[src/rtl/pc_sequencer.sv]
// Program-counter sequencer: prioritised next-PC selection with a deferred branch
// slot for stalled cycles and a circular return-address stack.
module pc_sequencer #(
  parameter int unsigned       ADDR_W    = 16,
  parameter int unsigned       INC       = 1,
  parameter logic [ADDR_W-1:0] RST_VEC   = '0,
  parameter logic [ADDR_W-1:0] TRAP_VEC  = ADDR_W'(4),
  parameter int unsigned       RAS_DEPTH = 4
) (
  input  logic              clk,
  input  logic              rst_n,
  input  logic              stall,
  input  logic              br_take,
  input  logic [ADDR_W-1:0] br_target,
  input  logic              jmp,
  input  logic [ADDR_W-1:0] jmp_target,
  input  logic              call,
  input  logic              ret,
  input  logic              trap,
  output logic [ADDR_W-1:0] pc,
  output logic              pc_valid,
  output logic              redirect,
  output logic              ras_empty,
  output logic              ras_full,
  output logic              ras_uflow
);

  localparam int unsigned PtrW    = $clog2(RAS_DEPTH);
  localparam logic [PtrW:0] FullCnt = (PtrW + 1)'(RAS_DEPTH);

  logic [ADDR_W-1:0] pc_q, pc_d;
  logic              pc_valid_q;
  logic              redirect_q, redirect_d;
  logic              pend_v_q, pend_v_d;
  logic [ADDR_W-1:0] pend_tgt_q, pend_tgt_d;
  logic [PtrW-1:0]   sp_q, sp_d;
  logic [PtrW:0]     cnt_q, cnt_d;
  logic              uflow_q, uflow_d;
  logic [ADDR_W-1:0] ras_q [RAS_DEPTH];
  logic              push;
  logic [ADDR_W-1:0] pc_inc;
  logic [ADDR_W-1:0] ras_top;

  assign pc_inc  = pc_q + ADDR_W'(INC);
  assign ras_top = ras_q[sp_q - PtrW'(1)];

  always_comb begin
    pc_d       = pc_q;
    redirect_d = 1'b0;
    pend_v_d   = pend_v_q;
    pend_tgt_d = pend_tgt_q;
    sp_d       = sp_q;
    cnt_d      = cnt_q;
    uflow_d    = uflow_q;
    push       = 1'b0;
    // The first edge out of reset only raises pc_valid; pc stays at RST_VEC.
    if (!pc_valid_q) begin
      pc_d = pc_q;
    end else if (trap) begin
      pc_d       = TRAP_VEC;
      redirect_d = 1'b1;
      pend_v_d   = 1'b0;
    end else if (stall) begin
      if (br_take) begin
        pend_v_d   = 1'b1;
        pend_tgt_d = br_target;
      end
    end else if (ret) begin
      redirect_d = 1'b1;
      pend_v_d   = 1'b0;
      if (cnt_q != '0) begin
        pc_d  = ras_top;
        sp_d  = sp_q - PtrW'(1);
        cnt_d = cnt_q - 1'b1;
      end else begin
        pc_d    = TRAP_VEC;
        uflow_d = 1'b1;
      end
    end else if (jmp) begin
      pc_d       = jmp_target;
      redirect_d = 1'b1;
      pend_v_d   = 1'b0;
      if (call) begin
        // When full, sp already points at the oldest entry, so it is overwritten.
        push = 1'b1;
        sp_d = sp_q + PtrW'(1);
        if (cnt_q != FullCnt) cnt_d = cnt_q + 1'b1;
      end
    end else if (br_take) begin
      pc_d       = br_target;
      redirect_d = 1'b1;
      pend_v_d   = 1'b0;
    end else if (pend_v_q) begin
      pc_d       = pend_tgt_q;
      redirect_d = 1'b1;
      pend_v_d   = 1'b0;
    end else begin
      pc_d = pc_inc;
    end
  end

  always_ff @(posedge clk or negedge rst_n) begin
    if (!rst_n) begin
      pc_q       <= RST_VEC;
      pc_valid_q <= 1'b0;
      redirect_q <= 1'b0;
      pend_v_q   <= 1'b0;
      pend_tgt_q <= '0;
      sp_q       <= '0;
      cnt_q      <= '0;
      uflow_q    <= 1'b0;
    end else begin
      pc_q       <= pc_d;
      pc_valid_q <= 1'b1;
      redirect_q <= redirect_d;
      pend_v_q   <= pend_v_d;
      pend_tgt_q <= pend_tgt_d;
      sp_q       <= sp_d;
      cnt_q      <= cnt_d;
      uflow_q    <= uflow_d;
    end
  end

  // Stack storage needs no reset: occupancy alone decides what is live.
  always_ff @(posedge clk) begin
    if (push) ras_q[sp_q] <= pc_inc;
  end

  assign pc        = pc_q;
  assign pc_valid  = pc_valid_q;
  assign redirect  = redirect_q;
  assign ras_empty = (cnt_q == '0);
  assign ras_full  = (cnt_q == FullCnt);
  assign ras_uflow = uflow_q;

endmodule

[config.mk]
export PLATFORM = sky130hd
export DESIGN_NAME = pc_sequencer
export DESIGN_NICKNAME = d
export VERILOG_FILES = /design/src/rtl/pc_sequencer.sv
export SDC_FILE = /design/constraint.sdc
export NUM_CORES = 1
export LEC_CHECK = 0
export ABC_AREA = 1
export CELL_PAD_IN_SITES_DETAIL_PLACEMENT = 1
export CELL_PAD_IN_SITES_GLOBAL_PLACEMENT = 2
export CORE_MARGIN = 2
export CORE_UTILIZATION = 25
export CTS_BUF_LIST = sky130_fd_sc_hd__clkbuf_16
export CTS_CLUSTER_SIZE = 10
export DETAILED_ROUTE_END_ITERATION = 10
export PLACE_DENSITY = 0.72
export SETUP_SLACK_MARGIN = 0.05
export SLEW_MARGIN = 20
export SYNTH_ARGS = -nofsm -noshare
export SYNTH_HDL_FRONTEND = slang
export SYNTH_SLANG_ARGS = --single-unit
[constraint.sdc]
create_clock -name clk -period 2.41 [get_ports clk]
set_input_delay 0.482 -clock clk [delete_from_list [all_inputs] [get_ports clk]]
set_output_delay 0.482 -clock clk [all_outputs]
set_load 0.02 [all_outputs]
# Yosys cells after proc, flatten, opt, wreduce, memory -nomap -nowiden
# Memories as Yosys holds them, arrays and structs flattened.
# Index checks and enable logic that the tools add are counted.
# totals
output_inout_bits,21
regBits,41
in_bits,40
latchBits,0
word_cells,67
ramBits,64
mem_count,1
romBits,0
# classes
add_sub_neg,5
bitwise,3
muxes,34
mul,0
reduce_logical,11
shifts,0
div,0
eq_ne,5
order_cmp,0
# mem_list
memory,depth,word_bits,read_ports,rd_clocked_by_memory_dff,write_ports,line_no,rtl
ras_q,4,16,1,0,1,39,logic [ADDR_W-1:0] ras_q [RAS_DEPTH];
# ops
operator,count
16-bit two-way mux,7
1-bit two-way mux,18
"16-bit by 1-bit adder with 16-bit output, second input constant",1
3-bit two-way mux,5
2-bit two-way mux,4
7-bit AND reduction,1
6-bit AND reduction,1
2-bit nonzero test,3
5-bit AND reduction,1
"2-bit by 1-bit inequality test with 1-bit output, second input constant",2
2-bit AND reduction,2
4-bit AND reduction,1
"3-bit by 1-bit adder with 3-bit output, second input constant",1
"3-bit equality test, second input constant",1
3-bit logical NOT,1
"3-bit by 1-bit inequality test with 1-bit output, second input constant",1
"3-bit inequality test, second input constant",1
1-bit NOT,3
3-bit nonzero test,1
"3-bit by 1-bit subtractor with 3-bit output, second input constant",1
"2-bit by 1-bit adder with 2-bit output, second input constant",1
"2-bit by 1-bit subtractor with 2-bit output, second input constant",1

# Depth between registers and ports, before layout
# depth
word_depth,8
ltp_mapped,12
ltp_nobuf,12

# Least setup slack after synthesis
# OpenSTA, ideal clock, no wires.
# synth_timing
path_type,input to register
start,input port jmp
end,"memory ras_q[0][0], enable pin"
setup_time_ps,389
arrival_time_ps,1774
setup_slack_ps,248
cell_stages,5
required_ps,2021
n_path_buf,1
cell_sequence,clkbuf_1 inv_1 nor2_1 nand3_1 nor2_1
# synth_via
elab_chain_cells,7
# synth_lines
element,line_no,rtl
start: declaration,15,"input logic jmp,"
1-bit two-way mux,79,end else if (jmp) begin
1-bit two-way mux,68,end else if (ret) begin
1-bit two-way mux,63,end else if (stall) begin
1-bit two-way mux,59,end else if (trap) begin
1-bit two-way mux,57,if (!pc_valid_q) begin
1-bit two-way mux,126,if (push) ras_q[sp_q] <= pc_inc;
1-bit two-way mux (not written as such),126,
end: declaration,39,
# Every way passes these cells.

# Final worst setup path
# layout_timing
start,register cnt_q[2]
end,output port ras_empty
# layout_via
elab_chain_cells,1
# layout_lines
element,line_no,rtl
start: declaration,37,"logic [PtrW:0] cnt_q, cnt_d;"
start signal: assignment,119,cnt_q <= cnt_d;
3-bit logical NOT,132,assign ras_empty = (cnt_q == '0);
end: declaration,23,"output logic ras_empty,"
# Every way passes these cells.

==> run metrics <==
crit path from cnt_q[2]; Register Area 2950 sq um; setup tns final 0 ps; compound-gate portion of the synthesized area 12.2%; simple-gate share of the synthesized area 19.9%; clock latency at the later pin of the worst-skew pair 350 ps; Hold Buf Count CTS 0; RSZ-0062 raised after global routing no; post-synthesis mux area share 0.431%; PortBufs 60; MaxCap Viol Count 0; Wirelength per Cell 17.2 um; Hold WC Path Type in -> async; critical path peak fanout 3; clk buf depth 2; post-route ant nets 0; Crit-path slowest cell clkdlybuf4s50_1; Die Y 149 um; post-synthesis xor/xnor area fraction 1.82%; vias in the first global route 4388; DP HPWL 11.6 mm; met1 WL 7.79 mm; top-count cell post-synth nand2_1; largest area contributor in the netlist edfxtp_1; Placed Area 6160 sq um; Die Width 149 um; CTS tree yes; gr usage total 14.8%; pwr dens 911 nW/um^2; CP Class reg -> out; CTS buffer count 9; diode count 0; main flop type after synthesis edfxtp_1; Vias 4170; worst setup margin 194 ps; top sig layer met4; Post-Synth Adder-Cell Area 1.58%; Tmin final 2220 ps; multi-input logic area 1890 sq um; final setup fails 0; Rel. slew slack 58.5%; Avg Cell Area, Syn 9.09 sq um; Nets 683; number of I/O pins 61; fillers 2359; Initial Util 25.7%; final clock skew 8.70 ps; htree depth 3; startpoint types flop; share of the yosys chip area belonging to registers 56.4%; cell area after layout 6480 sq um; worst slack, placed 179 ps; first-pass GRT wire length 25.1 mm; CP delay by family, top buffers and inverters; routed wl met3 447 um; largest cells by area after synthesis edfxtp_1 37%, dfrtp_1 20%, nand2_1 10%; number of cell rows 52; Area Growth Syn to Fin 24.1%; final hold vios 0; Mapped Area 5230 sq um; area fraction of the dominant cell type after synthesis 36.8%; drt first pass iters 4; Final period util 91.9%; DIE AREA 22100 sq um; core area 20400 sq um; Worst-path clk slew 70 ps; WL final 15.7 mm; largest net degree at the start of global routing 36; met2 layer wire length in the routed design 7.26 mm; Leak 2.64 nW; grt total ovfl 0; YS warnings 0; DR iter-0 viols 245; Worst VDD drop 0.347 mV; layout cells sized above 1 7.17%; Sink Count 105; critical path's largest stage delay 660 ps; initial antenna violation count 0; Syn Nets 621; main combinational cell family by area after synthesis simple AND/OR/NAND/NOR gates; Placer Congestion 0.813; data required time of the worst path 1930 ps; post-synthesis cell type count 38; Max Slew Vio Count 0; Worst EP arrival 1730 ps; DR vias/cell 4.57; worst-path cell chain nor3_2, clkdlybuf4s50_1; Max Clk Rate 451 MHz; outcome finished clean; slew at the pin closest to its max-slew limit 620 ps; #FFs+latches synth 105; Post-synth top cells 146 x nand2_1, 64 x edfxtp_1, 59 x a21oi_1; async set-reset flop share out of synthesis 39.0%; synthesized instance count 575; CP bufs+invs 1; Post-synth EDFFs 64; root buffer cell clkbuf_16; DRC 0; type of destination of the critical path primary output; reg2reg start sp_q[1]
==> area by class of cell <==
cell class,count,area share [%]
tap,270,5.21
clock inverter,7,1.45
timing repair buffer,78,12.0
multi-input combinational,387,29.1
inverter,56,3.24
clock buffer,9,3.47
sequential,105,45.5
==> registers in the layout, summed over array words and instances, names as in the netlist, 2 cells and up <==
| signal | count |
|---|---|
| cnt_q | 3 |
| pc | 16 |
| pend_tgt_q | 16 |
| ras_q | 64 |
| sp_q | 2 |
==> layout by cell type, fill, tap and decap left out, drive strengths merged, types with 4 or more instances in the layout <==
cell type,netlist,final
a21oi,59,59
and2,7,7
buf,17,19
clkbuf,8,9
clkdlybuf4s50,0,59
clkinv,0,4
dfrtp,41,41
edfxtp,64,64
ha,5,5
inv,56,57
nand2,147,147
nand3,29,29
nand4,4,4
nor2,48,48
nor3,10,10
o21ai,48,48
o22ai,8,8
xor2,8,8
==> metrics by stage <==
step | power (mW) | instances | hold slack [ps] | utilization [%]
3_3_place_gp | 4.32 | 896 | 462 | 30.2
4_1_cts | 5.97 | 912 | 137 | 31.8
3_5_place_dp | 4.36 | 896 | 469 | 30.2
5_1_grt | 6.26 | 912 | 162 | 31.8
2_1_floorplan | 3.53 | 575 | 186 | -
6_report | 5.91 | 912 | 127 | 31.8
==> power by group <==
part / internal, mW / switching (mW) / leakage, nW
clock: 0.912 / 0.678 / 0.155
combinational: 0.679 / 1.29 / 1.39
sequential: 2.15 / 0.198 / 1.10
total: 3.74 / 2.17 / 2.64
==> cell families after synthesis <==
logic type                 count (synthesis)
AOI/OAI and AO/OA                        122
xor gates and xnor gates                  10
adders and majority gates                  6
buffers and inverters                     83
DFF                                      105
muxes                                      2
other                                      1
and+or+nand+nor                          246
==> worst register-to-register path, stage by stage (launching register included) <==
cell	delay (ps)
dfrtp_1	380
inv_1	90
ha_1	330
buf_4	250
o21ai_0	130
o22ai_1	280
nor2_1	80
nor2_1	150
nand2_1	110
nand2_1	70
==> layer usage <==
metal / track usage, % / up-vias
li1: - / 2041
met1: 21.2 / 2045
met2: 23.6 / 72
met3: 1.56 / 12
met4: 4.67 / 0
met5: 0 / -
==> path summary, 6_finish.rpt <==
kind	slack [ps]	to	cells past startpoint
setup / recovery	190	ras_empty	2
hold / removal	130	redirect	1
setup reg to reg	490	pc[14]	9
hold reg to reg	480	ras_uflow	1
max in group asynchronous	1650	pc[10]	2
min in group clk	480	ras_uflow	1
==> what timing repair did <==
action / 4_1_cts / 5_1_grt
setup endpoints to repair: 1 / 0
buffers inserted: 0 / 0
resized for setup: 1 / 0
No activity file was read; power rests on OpenSTA's default activity.
